### config.mk
export PLATFORM = sky130hd
export DESIGN_NAME = regbank_wr_arbiter_flat
export DESIGN_NICKNAME = d
export VERILOG_FILES = /design/src/rtl/regbank_wr_arbiter_if.sv /design/src/rtl/regbank_wr_arbiter.sv /design/src/flat_wrapper.sv
export SDC_FILE = /design/constraint.sdc
export NUM_CORES = 1
export LEC_CHECK = 0
export BUFFER_PORTS_ARGS = -buffer_cell sky130_fd_sc_hd__buf_2
export CAP_MARGIN = 20
export CORE_MARGIN = 2
export CORE_UTILIZATION = 44
export DETAILED_ROUTE_END_ITERATION = 12
export PLACE_DENSITY = 0.87
export SETUP_SLACK_MARGIN = 0.15
export SLEW_MARGIN = 15
export SYNTH_ARGS = -nofsm -noshare
export SYNTH_HDL_FRONTEND = slang
export SYNTH_SLANG_ARGS = --single-unit
### constraint.sdc
create_clock -name clk -period 2.35 [get_ports clk]
set_input_delay 0.3525 -clock clk [delete_from_list [all_inputs] [get_ports clk]]
set_output_delay 0.3525 -clock clk [all_outputs]
set_load 0.05 [all_outputs]
### src/rtl/regbank_wr_arbiter_if.sv
// Requester/bank bus for regbank_wr_arbiter: req/gnt handshake with per-requester
// address and data in, one-hot word enable and shared write data out.
interface regbank_wr_arbiter_if #(
    parameter int NREQ  = 4,
    parameter int DEPTH = 16,
    parameter int WIDTH = 16,
    parameter int AW    = $clog2(DEPTH)
);
    logic [NREQ-1:0]       req;
    logic [NREQ*AW-1:0]    req_addr;
    logic [NREQ*WIDTH-1:0] req_data;
    logic [NREQ-1:0]       req_lock;
    logic [NREQ-1:0]       gnt;
    logic [DEPTH-1:0]      wr_enb;
    logic [WIDTH-1:0]      wr_d;
    logic                  err_addr;
    logic                  busy;

    modport master (
        output req, req_addr, req_data, req_lock,
        input  gnt, wr_enb, wr_d, err_addr, busy
    );

    modport slave (
        input  req, req_addr, req_data, req_lock,
        output gnt, wr_enb, wr_d, err_addr, busy
    );
endinterface

### src/rtl/regbank_wr_arbiter.sv
// Round-robin write arbiter feeding a DEPTH x WIDTH enabled-register bank.
// Optional burst locking is compiled in when ARB_LOCK_EN is defined.
module regbank_wr_arbiter #(
    parameter int NREQ      = 4,
    parameter int DEPTH     = 16,
    parameter int WIDTH     = 16,
    parameter int AW        = $clog2(DEPTH),
    parameter int MAX_BURST = 4
) (
    input  logic                 clk,
    input  logic                 rst,
    regbank_wr_arbiter_if.slave  bus
);
    localparam int PW = (NREQ > 1) ? $clog2(NREQ) : 1;
    typedef logic [PW-1:0] idx_t;

    logic [AW-1:0]    addr_a [NREQ];
    logic [WIDTH-1:0] data_a [NREQ];

    for (genvar g = 0; g < NREQ; g++) begin : g_unpack
        assign addr_a[g] = bus.req_addr[g*AW +: AW];
        assign data_a[g] = bus.req_data[g*WIDTH +: WIDTH];
    end

    idx_t             ptr_q, ptr_d;
    logic [DEPTH-1:0] wr_enb_q, wr_enb_d;
    logic [WIDTH-1:0] wr_d_q, wr_d_d;
    logic             err_q, err_d;
    logic             busy_q, busy_d;

    logic [NREQ-1:0]  cand_req;
    logic             lock_hold;
    idx_t             lock_idx;
    logic [PW:0]      rr_sum;
    logic             rr_found;
    idx_t             rr_idx;
    logic             grant;
    idx_t             win;
    logic [NREQ-1:0]  gnt_c;

`ifdef ARB_LOCK_EN
    localparam int BW = (MAX_BURST > 1) ? $clog2(MAX_BURST) : 1;

    idx_t            owner_q, owner_d;
    logic            owner_vld_q, owner_vld_d;
    logic [BW-1:0]   burst_q, burst_d;
    logic            lock_excl;

    // The previous winner keeps the bus while it asks for the lock and has burst
    // budget left; once the budget is spent it sits out exactly one arbitration.
    always_comb begin
        lock_hold = owner_vld_q && bus.req[owner_q] && bus.req_lock[owner_q]
                    && (32'(burst_q) < MAX_BURST - 1);
        lock_excl = owner_vld_q && (32'(burst_q) == MAX_BURST - 1);
        lock_idx  = owner_q;
        cand_req  = bus.req;
        if (lock_excl) cand_req[owner_q] = 1'b0;
    end

    always_comb begin
        owner_d     = owner_q;
        owner_vld_d = grant;
        burst_d     = '0;
        if (grant) owner_d = win;
        if (grant && lock_hold) burst_d = burst_q + 1'b1;
    end

    always_ff @(posedge clk or posedge rst) begin
        if (rst) begin
            owner_q     <= '0;
            owner_vld_q <= 1'b0;
            burst_q     <= '0;
        end else begin
            owner_q     <= owner_d;
            owner_vld_q <= owner_vld_d;
            burst_q     <= burst_d;
        end
    end
`else
    localparam int unused_max_burst = MAX_BURST;
    logic unused_lock;

    assign unused_lock = ^bus.req_lock;
    assign lock_hold   = 1'b0;
    assign lock_idx    = '0;
    assign cand_req    = bus.req;
`endif

    // Scan ptr, ptr+1, ... mod NREQ; walking downward lets the closest hit win.
    always_comb begin
        rr_found = 1'b0;
        rr_idx   = '0;
        rr_sum   = '0;
        for (int k = NREQ - 1; k >= 0; k--) begin
            rr_sum = {1'b0, ptr_q} + (PW+1)'(k);
            if (rr_sum >= (PW+1)'(NREQ)) rr_sum = rr_sum - (PW+1)'(NREQ);
            if (cand_req[rr_sum[PW-1:0]]) begin
                rr_found = 1'b1;
                rr_idx   = rr_sum[PW-1:0];
            end
        end
    end

    always_comb begin
        grant = !rst && (lock_hold || rr_found);
        win   = lock_hold ? lock_idx : rr_idx;
        gnt_c = '0;
        if (grant) gnt_c[win] = 1'b1;
    end

    // NOTE: every always_comb output gets a default before any branch so no path
    // leaves it unassigned, which would otherwise infer a latch.
    always_comb begin
        ptr_d    = ptr_q;
        wr_enb_d = '0;
        wr_d_d   = wr_d_q;
        err_d    = 1'b0;
        busy_d   = |gnt_c;
        if (grant) begin
            if (!lock_hold) ptr_d = (win == idx_t'(NREQ - 1)) ? idx_t'(0) : idx_t'(win + 1'b1);
            // Out-of-range addresses are still consumed, but only flag an error.
            if (32'(addr_a[win]) < DEPTH) begin
                wr_enb_d = DEPTH'(1) << addr_a[win];
                wr_d_d   = data_a[win];
            end else begin
                err_d = 1'b1;
            end
        end
    end

    // NOTE: state registers use non-blocking assignments so every flop samples
    // the pre-edge value of every other flop, independent of statement order.
    always_ff @(posedge clk or posedge rst) begin
        if (rst) begin
            ptr_q    <= '0;
            wr_enb_q <= '0;
            wr_d_q   <= '0;
            err_q    <= 1'b0;
            busy_q   <= 1'b0;
        end else begin
            ptr_q    <= ptr_d;
            wr_enb_q <= wr_enb_d;
            wr_d_q   <= wr_d_d;
            err_q    <= err_d;
            busy_q   <= busy_d;
        end
    end

    assign bus.gnt      = gnt_c;
    assign bus.wr_enb   = wr_enb_q;
    assign bus.wr_d     = wr_d_q;
    assign bus.err_addr = err_q;
    assign bus.busy     = busy_q;
endmodule

### src/flat_wrapper.sv
// flat-port wrapper written by rule: the top's interface ports become plain ports
module regbank_wr_arbiter_flat 
#(
    parameter int NREQ      = 4,
    parameter int DEPTH     = 16,
    parameter int WIDTH     = 16,
    parameter int AW        = $clog2(DEPTH),
    parameter int MAX_BURST = 4
)
  (clk, rst, bus_req, bus_req_addr, bus_req_data, bus_req_lock, bus_gnt, bus_wr_enb, bus_wr_d, bus_err_addr, bus_busy);
  regbank_wr_arbiter_if #(.NREQ(NREQ), .DEPTH(DEPTH), .WIDTH(WIDTH), .AW(AW)) bus_i ();
  input  logic clk;
  input  logic rst;
  input wire logic [$bits(bus_i.req)-1:0] bus_req;
  input wire logic [$bits(bus_i.req_addr)-1:0] bus_req_addr;
  input wire logic [$bits(bus_i.req_data)-1:0] bus_req_data;
  input wire logic [$bits(bus_i.req_lock)-1:0] bus_req_lock;
  output wire logic [$bits(bus_i.gnt)-1:0] bus_gnt;
  output wire logic [$bits(bus_i.wr_enb)-1:0] bus_wr_enb;
  output wire logic [$bits(bus_i.wr_d)-1:0] bus_wr_d;
  output wire logic [$bits(bus_i.err_addr)-1:0] bus_err_addr;
  output wire logic [$bits(bus_i.busy)-1:0] bus_busy;
  assign bus_i.req = bus_req;
  assign bus_i.req_addr = bus_req_addr;
  assign bus_i.req_data = bus_req_data;
  assign bus_i.req_lock = bus_req_lock;
  assign bus_gnt = bus_i.gnt;
  assign bus_wr_enb = bus_i.wr_enb;
  assign bus_wr_d = bus_i.wr_d;
  assign bus_err_addr = bus_i.err_addr;
  assign bus_busy = bus_i.busy;
  regbank_wr_arbiter #(.NREQ(NREQ), .DEPTH(DEPTH), .WIDTH(WIDTH), .AW(AW), .MAX_BURST(MAX_BURST)) u_core (.clk(clk), .rst(rst), .bus(bus_i));
endmodule
Word-level counts from Yosys, hierarchy flattened. Index checks and enable logic that the tools add are counted.

Add/sub/neg operators: 8. $lt $le $gt $ge: 11. Equality and inequality tests: 1. Shift-type cells: 1. Multiplexer cells: 31. Bitwise gates (word level): 1. Reductions and logical operators: 4.

Operator list (number): $mux 16 (3); $bmux 16 s2 (1); $mux 2 (9); $shl 1x4->16 const A (1); $lt 2x3->1 const B (5); $ge 3x3->1 const B (4); $mux 4 (3); $mux 1 (9); $bmux 1 s2 (4); $bmux 4 s2 (1); $sub 2x1->2 const B (4); $add 2x2->3 const B (2); $reduce_or 4->1 (1); $add 2x1->3 const B (1); $ge 2x3->1 const B (1); $not 2->3 (1); $add 2x1->2 const B (1); $demux 1 s2 (1); $eq 2x2->1 const B (1); $ge 2x1->1 const B (1); $logic_and 1x1->1 (2); $logic_not 1->1 (1).

Flip-flop bits (word level): 35. Output and inout port bits: 38.

Logic depth before layout (Yosys ltp). Gate-level depths: netlist of the first run.

Depth after elaboration: 15. Gate-level depth with buffers: 8.

Worst setup path after synthesis of the first run. OpenSTA, ideal clock, no wires.

Path kind: reg-to-output. From: register u_core.ptr_q[1]. To: output bus_gnt[1]. Arrival: 1.974 ns. Required time: 1.997 ns. Slack: 0.024 ns. Stages on the path, launching flop included: 8. Path buffers: 2. Cells stage by stage: dfrtp_1 -> and2_4 -> o21a_1 -> nor3_4 -> buf_4 -> buf_2 -> ha_1 -> and2_1.

Word-level cells in the longest chain between the ends: 14. Elaborated cells between the ends (all ways): 38. Classes of those cells: 7 x add/sub; 6 x order compare; 23 x mux; 2 x reduce/logical.

Ends and longest elaborated chain: start: declaration (line regbank_wr_arbiter.sv:25) `idx_t ptr_q, ptr_d;`; start signal: assignment (line regbank_wr_arbiter.sv:141) `ptr_q <= ptr_d;`; $add 2x2->3 (line regbank_wr_arbiter.sv:95) `rr_sum = {1'b0, ptr_q} + (PW+1)'(k);`; $ge 3x3->1 / $sub 2x1->2 (equally long branches) (line regbank_wr_arbiter.sv:96) `if (rr_sum >= (PW+1)'(NREQ)) rr_sum = rr_sum - (PW+1)'(NREQ);`; $mux 2 (line regbank_wr_arbiter.sv:96); $bmux 1 s2 (line regbank_wr_arbiter.sv:97) `if (cand_req[rr_sum[PW-1:0]]) begin`; $mux 1 (not written as such) (line regbank_wr_arbiter.sv:97); $mux 2 (4 in a row) (line regbank_wr_arbiter.sv:97); $lt 2x3->1 (not written as such) / $ge 2x1->1 (equally long branches) (line regbank_wr_arbiter.sv:108) `if (grant) gnt_c[win] = 1'b1;`; $logic_and 1x1->1 (not written as such) (line regbank_wr_arbiter.sv:108); $mux 1 (not written as such) (line regbank_wr_arbiter.sv:108); $demux 1 s2; $mux 4 (*) (line regbank_wr_arbiter.sv:108); end: declaration (line flat_wrapper.sv:18) `output wire logic [$bits(bus_i.gnt)-1:0] bus_gnt;`.

Every way passes the cells marked *; elsewhere a longest branch is shown, timed or not. The select of a mux whose other input is x is not followed.

Final worst setup path of the first run.
From: register u_core.ptr_q[1]. To: output bus_gnt[2].

Same word-level chain as after synthesis.

==> summary.md, run 1 <==
| Metric | Value |
|---|---|
| Worst VDD drop | 678.7 uV |
| Status | completed |
| Post-route ant nets | 0 |
| Global-route usage over all layers | 22.58% |
| CP endpoint kind | output port |
| R2r setup slk | 60 ps |
| Post-route setup slack | 47.42 ps |
| Top cell type's share of synthesized area | 40.60% |
| Setup-failing EPs final | 0 |
| DRC errors left | 0 |
| Antenna Cells | 0 |
| Initial drt markers | 113 |
| Crit-path leading delay family | simple AND/OR/NAND/NOR gates |
| Register bit total from synthesis | 35 |
| CTS tree | yes |
| Worst Hold Class | input pin to async pin |
| Starting Density | 45.67% |
| Clock-pin slew on the worst setup and hold paths | 70 ps |
| Yosys top cell by area | dfrtp_1 |
| Crit path cell chain | and2_4 -> o21a_1 -> nor3_4 -> inv_2 -> ha_4 -> and2_4 -> buf_6 |
| FILL cells | 299 |
| Area Overhead vs Synth | 66.59% |
| Setup_tns | 0 ps |
| Layout cells sized above 1 | 63.80% |
| CP dominant cell by count | and2_4 |
| IO Count | 128 |
| Startpoint types | register |
| Avg Inst Size Synth | 8.950 sq um |
| Layout Nets | 477 |
| Max frequency | 0.4343 GHz |
| Initial antenna violation count | 0 |
| Via count of the routed design | 2400 |
| Number of port buffers | 122 |
| Seq/Total Area, Yosys | 40.60% |
| FFs w/ async S/R, synth | 100.0% |
| Area of the mapped netlist | 2157 sq um |
| # hold bufs at CTS | 0 |
| Depth of the worst register-to-register path | 9 |
| Final period utilization | 97.98% |
| Primary FF master, synth | dfrtp_1 |
| Hpwl dp | 4146 um |
| CP peak stage delay | 420 ps |
| Die area | 5478 sq um |
| Tmin final | 2303 ps |
| Least-Margin Pin Slew | 603.2 ps |
| Synth cell types | 42 |
| Worst EP required | 2000 ps |
| Max_cap viols | 0 |
| Worst Path Buf+Inv | 2 |
| Final Hold Fails | 0 |
| Pin count of the biggest net entering global routing | 33 |
| Final Max Tran Viols | 0 |
| DR WL met3 | 537 um |
| RSZ-0062 raised after global routing | true |
| Cell Rows | 25 |
| GRT overflow | 0 |
| Drt pass-1 iters | 4 |
| Mapped Nets | 335 |
| Global-route wire length before repair | 9487 um |
| Area of the core | 4723 sq um |
| Synthesized instance count | 241 |
| CTS Buf Count | 5 |
| CTS H-tree depth | 2 |
| Critical path class | register to output port |
| Relative slew slack | 59.64% |
| Vias in the first global route | 2090 |
| Leak Pwr | 1.910 nW |
| CP max FO | 5 |
| Synth warn | 0 |
| Pwr/cell area | 1088 nW/um^2 |
| CP max-delay cell | dfrtp_1 |
| Commonest cells in the netlist | nand2_1, dfrtp_1, a21oi_1 |
| Top cells by area, synth | dfrtp_1, nand2_1, a221o_1 |
| Clk_lat worst skew | 280 ps |
| Routability cong. | 0.8500 |
| Worst reg2reg endpoint | u_core.bus.wr_enb[4] |
| WL final | 7046 um |
| Number of flops mapped to enable cells by yosys | 0 |
| Clock Path Buffers | 2 |
| Top Metal Used | met4 |
| Die width | 74.02 um |
| Clock Sinks | 35 |
| Clock Skew | 3.405 ps |
| Post-Place Worst Slack | 89.15 ps |
| R2r startpoint | u_core.ptr_q[1] |
| Post-Route M1 WL | 2685 um |
| Critical Path AT | 1950 ps |
| Post-DR vias/cell | 5.322 |
| CTS root buf | clkbuf_8 |
| Routed WL per cell | 15.62 um |
| Cell with the most instances after synthesis | nand2_1 |
| Metal2 WL | 3677 um |
| DIE HEIGHT | 74.02 um |
## worst max-delay path by stage
| stage | startpoint | cells after the start | slack [ps] | end |
|---|---|---|---|---|
| finish | u_core.ptr_q[1] | 7 | 50 | bus_gnt[2] |
| global route | u_core.ptr_q[1] | 13 | 9 | u_core.bus.wr_d[1] |
| global placement | u_core.ptr_q[0] | 5 | 130 | u_core.bus.wr_d[3] |
| floorplan | u_core.ptr_q[1] | 7 | 150 | bus_gnt[1] |
| detailed placement | u_core.ptr_q[0] | 5 | 90 | u_core.bus.wr_d[3] |
| CTS | u_core.ptr_q[1] | 7 | 90 | bus_gnt[2] |
## metrics by stage
stage	utilization [%]	area, sq um	hold slack, ps	cells	total power [mW]
6_report	76.08	3593	142.6	451	3.909
5_1_grt	76.08	3593	180.9	451	4.094
4_1_cts	67.15	3172	137.2	445	3.444
3_5_place_dp	60.00	2834	452.9	424	2.642
3_3_place_gp	60.00	2834	440.3	424	2.611
2_1_floorplan	-	2160	506.8	241	2.233
## metal layers
| metal | vias to the layer above | GRT usage, % |
|---|---|---|
| met5 | - | 0 |
| met4 | 0 | 9.697 |
| met3 | 18 | 5.962 |
| met2 | 134 | 38.59 |
| met1 | 1128 | 26.83 |
| li1 | 1120 | - |
## repair_timing
item / CTS / global route
setup endpoints to repair: 20 / 36
pin swaps: 10 / 47
resized for setup: 30 / 84
endpoints found under the hold margin: 0 / 0
gates cloned: 1 / 3
buffers inserted: 12 / 2
## power breakdown
part | total [mW] | switching [mW] | internal, mW | leakage, nW
Clock | 0.536 | 0.221 | 0.316 | 0.0581
Sequential | 0.868 | 0.105 | 0.763 | 0.457
Combinational | 2.50 | 1.54 | 0.968 | 1.40
Total | 3.91 | 1.86 | 2.05 | 1.91
## kinds of logic after synthesis
family                     after synthesis  share of synthesized area (%)
buffers and inverters                   19                          4.582
and+or+nand+nor                        127                          30.86
adders and majority gates                4                          2.320
muxes                                    6                          2.900
other                                    1                         0.1738
DFF                                     35                          40.60
AOI/OAI and AO/OA                       49                          18.56
## area by class of cell
class / instances / area (sq um) / area share [%]
inverters: 5 / 18.77 / 0.5223
flip-flops and latches: 35 / 875.8 / 24.37
clock buffers: 5 / 68.82 / 1.915
multi-input cells: 187 / 1503 / 41.82
repair buffers: 149 / 999.7 / 27.82
clock inverters: 3 / 43.79 / 1.219
well taps: 67 / 83.83 / 2.333
## registers in the layout (all words and copies together) (netlist names)
register	flops
u_core.bus.busy	1
u_core.bus.wr_d	16
u_core.bus.wr_enb	16
u_core.ptr_q	2
## cell usage in the layout, fill, tap and decap left out, types with 3 or more instances in the layout
cell       count
buf_12         5
nor3_2         3
a221o_1       16
and3b_1        5
buf_6         11
nor2_1         4
dfrtp_1       35
nor3b_2        7
nand2_2       20
o21ai_0        3
a21oi_2       15
nand3_1        4
mux2i_1        4
inv_1          3
clkbuf_8       5
and2_4         3
buf_4         11
nand2_4       16
clkbuf_16      3
buf_2        118
nand2_1       49
Power figures use the tool's default switching activity.
==> inputs of run 2 (changes only) <==
CELL_PAD_IN_SITES_DETAIL_PLACEMENT = 1   (was unset)
CELL_PAD_IN_SITES_GLOBAL_PLACEMENT = 1   (was unset)
CORE_UTILIZATION = 30   (was 44)
PLACE_DENSITY = 0.85   (was 0.87)
==> run 2 against run 1 <==
Count of clock-buffer cells in the layout did not move. Via count is 0.42% higher. Total power down 0.86%. Sequential power is 2.4% lower. Non-clock buffer count increased by 4. Clock skew is essentially flat. Clock power is 18% lower. Sequential cell count did not move. Critical path depth unchanged. First-iteration DRC count decreased by 53%. Global-route usage decreased by 4.7 points. Setup slack about the same. Highest routed layer unchanged.
==> summary.md, run 2 (synthesized netlist as in run 1, its figures left out) <==
| Metric | Value |
|---|---|
| Clock Sinks | 35 (unchanged) |
| Post-route ant nets | 0 (unchanged) |
| Area Overhead vs Synth | 68.68% (was 66.59%) |
| Startpoint types | register (unchanged) |
| Final Hold Fails | 0 (unchanged) |
| CTS tree | yes (unchanged) |
| Cell Rows | 30 (was 25) |
| DIE HEIGHT | 88.80 um (was 74.02 um) |
| Setup-failing EPs final | 0 (unchanged) |
| Post-DR vias/cell | 4.959 (was 5.322) |
| DRC errors left | 0 (unchanged) |
| Pwr/cell area | 1065 nW/um^2 (was 1088 nW/um^2) |
| Clk_lat worst skew | 290 ps (was 280 ps) |
| Clock-pin slew on the worst setup and hold paths | 70 ps (about the same) |
| Area of the core | 6869 sq um (was 4723 sq um) |
| Least-Margin Pin Slew | 673.6 ps (was 603.2 ps) |
| CTS H-tree depth | 2 (unchanged) |
| Via count of the routed design | 2410 (was 2400) |
| Worst EP required | 2000 ps (about the same) |
| Clock Path Buffers | 2 (unchanged) |
| Die area | 7885 sq um (was 5478 sq um) |
| GRT overflow | 0 (unchanged) |
| Starting Density | 31.40% (was 45.67%) |
| FILL cells | 823 (was 299) |
| Layout Nets | 483 (was 477) |
| Core Util, Final | 52.97% (was 76.08%) |
| Pin count of the biggest net entering global routing | 22 (was 33) |
| Commonest cells after routing, fill and taps aside | buf_2, nand2_1, dfrtp_1, nand2_2, a221o_1 (was buf_2, nand2_1, dfrtp_1, nand2_2) |
| Critical Path AT | 1950 ps (about the same) |
| # hold bufs at CTS | 0 (unchanged) |
| Initial antenna violation count | 0 (unchanged) |
| Routability cong. | 0.8347 (was 0.8500) |
| Worst VDD drop | 363.9 uV (was 678.7 uV) |
| CP endpoint kind | output port (unchanged) |
| Drt pass-1 iters | 4 (unchanged) |
| Max_cap viols | 0 (unchanged) |
| RSZ-0062 raised after global routing | true (unchanged) |
| Routed WL per cell | 17.60 um (was 15.62 um) |
| Worst Hold Class | input pin to async pin (unchanged) |
| Die width | 88.80 um (was 74.02 um) |
| Max frequency | 0.4344 GHz (was 0.4343 GHz) |
| Number of port buffers | 122 (unchanged) |
| CTS root buf | clkbuf_8 (unchanged) |
| Hpwl dp | 5368 um (was 4146 um) |
| Status | completed (unchanged) |
| Clock Skew | 3.677 ps (was 3.405 ps) |
| Global-route usage over all layers | 17.91% (was 22.58%) |
| Global-route wire length before repair | 10940 um (was 9487 um) |
| Cell area after layout | 3638 sq um (was 3593 sq um) |
| Leak Pwr | 1.877 nW (was 1.910 nW) |
| CTS Buf Count | 5 (unchanged) |
| CP max FO | 4 (was 5) |
| Final Max Tran Viols | 0 (unchanged) |
| WL final | 8553 um (was 7046 um) |
| Layout cells sized above 1 | 59.74% (was 63.80%) |
| Critical path class | register to output port (unchanged) |
| Relative slew slack | 54.93% (was 59.64%) |
| Placed inst area | 2897 sq um (was 2834 sq um) |
| Most common cell after layout, fill and taps aside | buf_2 (unchanged) |
| IO Count | 128 (unchanged) |
| Initial drt markers | 53 (was 113) |
| Tmin final | 2302 ps (was 2303 ps) |
| Antenna Cells | 0 (unchanged) |
| Final period utilization | 97.97% (was 97.98%) |
| Vias in the first global route | 2351 (was 2090) |
-- run 2: changes by cell type in the layout (fill, tap and decap cells not counted), sizes merged --
cell / change
clkinvlp: +2
mux2: +2
clkinv: -1
bufinv: -1
buf: +4
-- run 2: path summary, 6_finish.rpt --
check                               startpoint  slack [ps]  cells after the start             endpoint
setup / recovery               u_core.ptr_q[1]          50                      7           bus_gnt[2]
hold / removal                             rst         140                      2      u_core.bus.busy
setup reg to reg               u_core.ptr_q[1]         120                     11   u_core.bus.wr_d[4]
hold reg to reg            u_core.bus.wr_d[14]         510                      1  u_core.bus.wr_d[14]
max in group asynchronous                  rst        1500                      3      u_core.ptr_q[0]
min in group clk              bus_req_data[14]         390                      4  u_core.bus.wr_d[14]
-- run 2: final cells by class --
class                           instances  area, sq um  share of cell area [%]
Clock buffer                            5        68.82                   1.891
Clock inverter                          3        20.02                  0.5502
Inverter                                5        21.27                  0.5846
Multi-Input combinational cell        189         1518                   41.71
Sequential cell                        35        875.8                   24.07
Tap cell                               96        120.1                   3.301
Timing Repair Buffer                  153         1015                   27.89
-- run 2: metal layers --
metal	global-route usage [%]	vias up	routed length, um
met4	4.959	0	135
met1	20.57	1142	3214
met5	0	-	0
met2	32.84	117	4572
met3	4.384	14	631
li1	-	1137	-
-- run 2: worst max-delay path, stage by stage, from the launching register on --
cell and delay [ps]:
dfrtp_1 400, and2_4 160, o21a_1 200, nor3_4 300, inv_4 110, ha_4 180
and2_1 160, buf_6 160
-- run 2: metrics by stage --
step	hold slack, ps	power [mW]	cells	TNS, ps	setup slack, ps
after floorplan	506.8	2.233	241	0	151.6
after global placement	461.6	2.638	455	0	134.0
after detailed placement	479.0	2.702	456	0	108.4
after CTS	160.9	3.286	471	0	80.68
after global routing	174.4	4.081	486	-13.96	-8.860
final	140.5	3.876	486	0	47.73
-- run 2: power by group --
group	switching [mW]	total, mW	internal (mW)	leakage, nW
Combinational	1.59	2.59	1.00	1.38
Clock	0.231	0.437	0.206	0.0402
Sequential	0.0842	0.847	0.763	0.457
Total	1.90	3.88	1.97	1.88
-- run 2: repair_timing --
action,4_1_cts,5_1_grt
buffers inserted,7,10
pin swaps,5,44
gates resized for setup,22,82
gates cloned,0,6
endpoints found under the setup margin,4,31
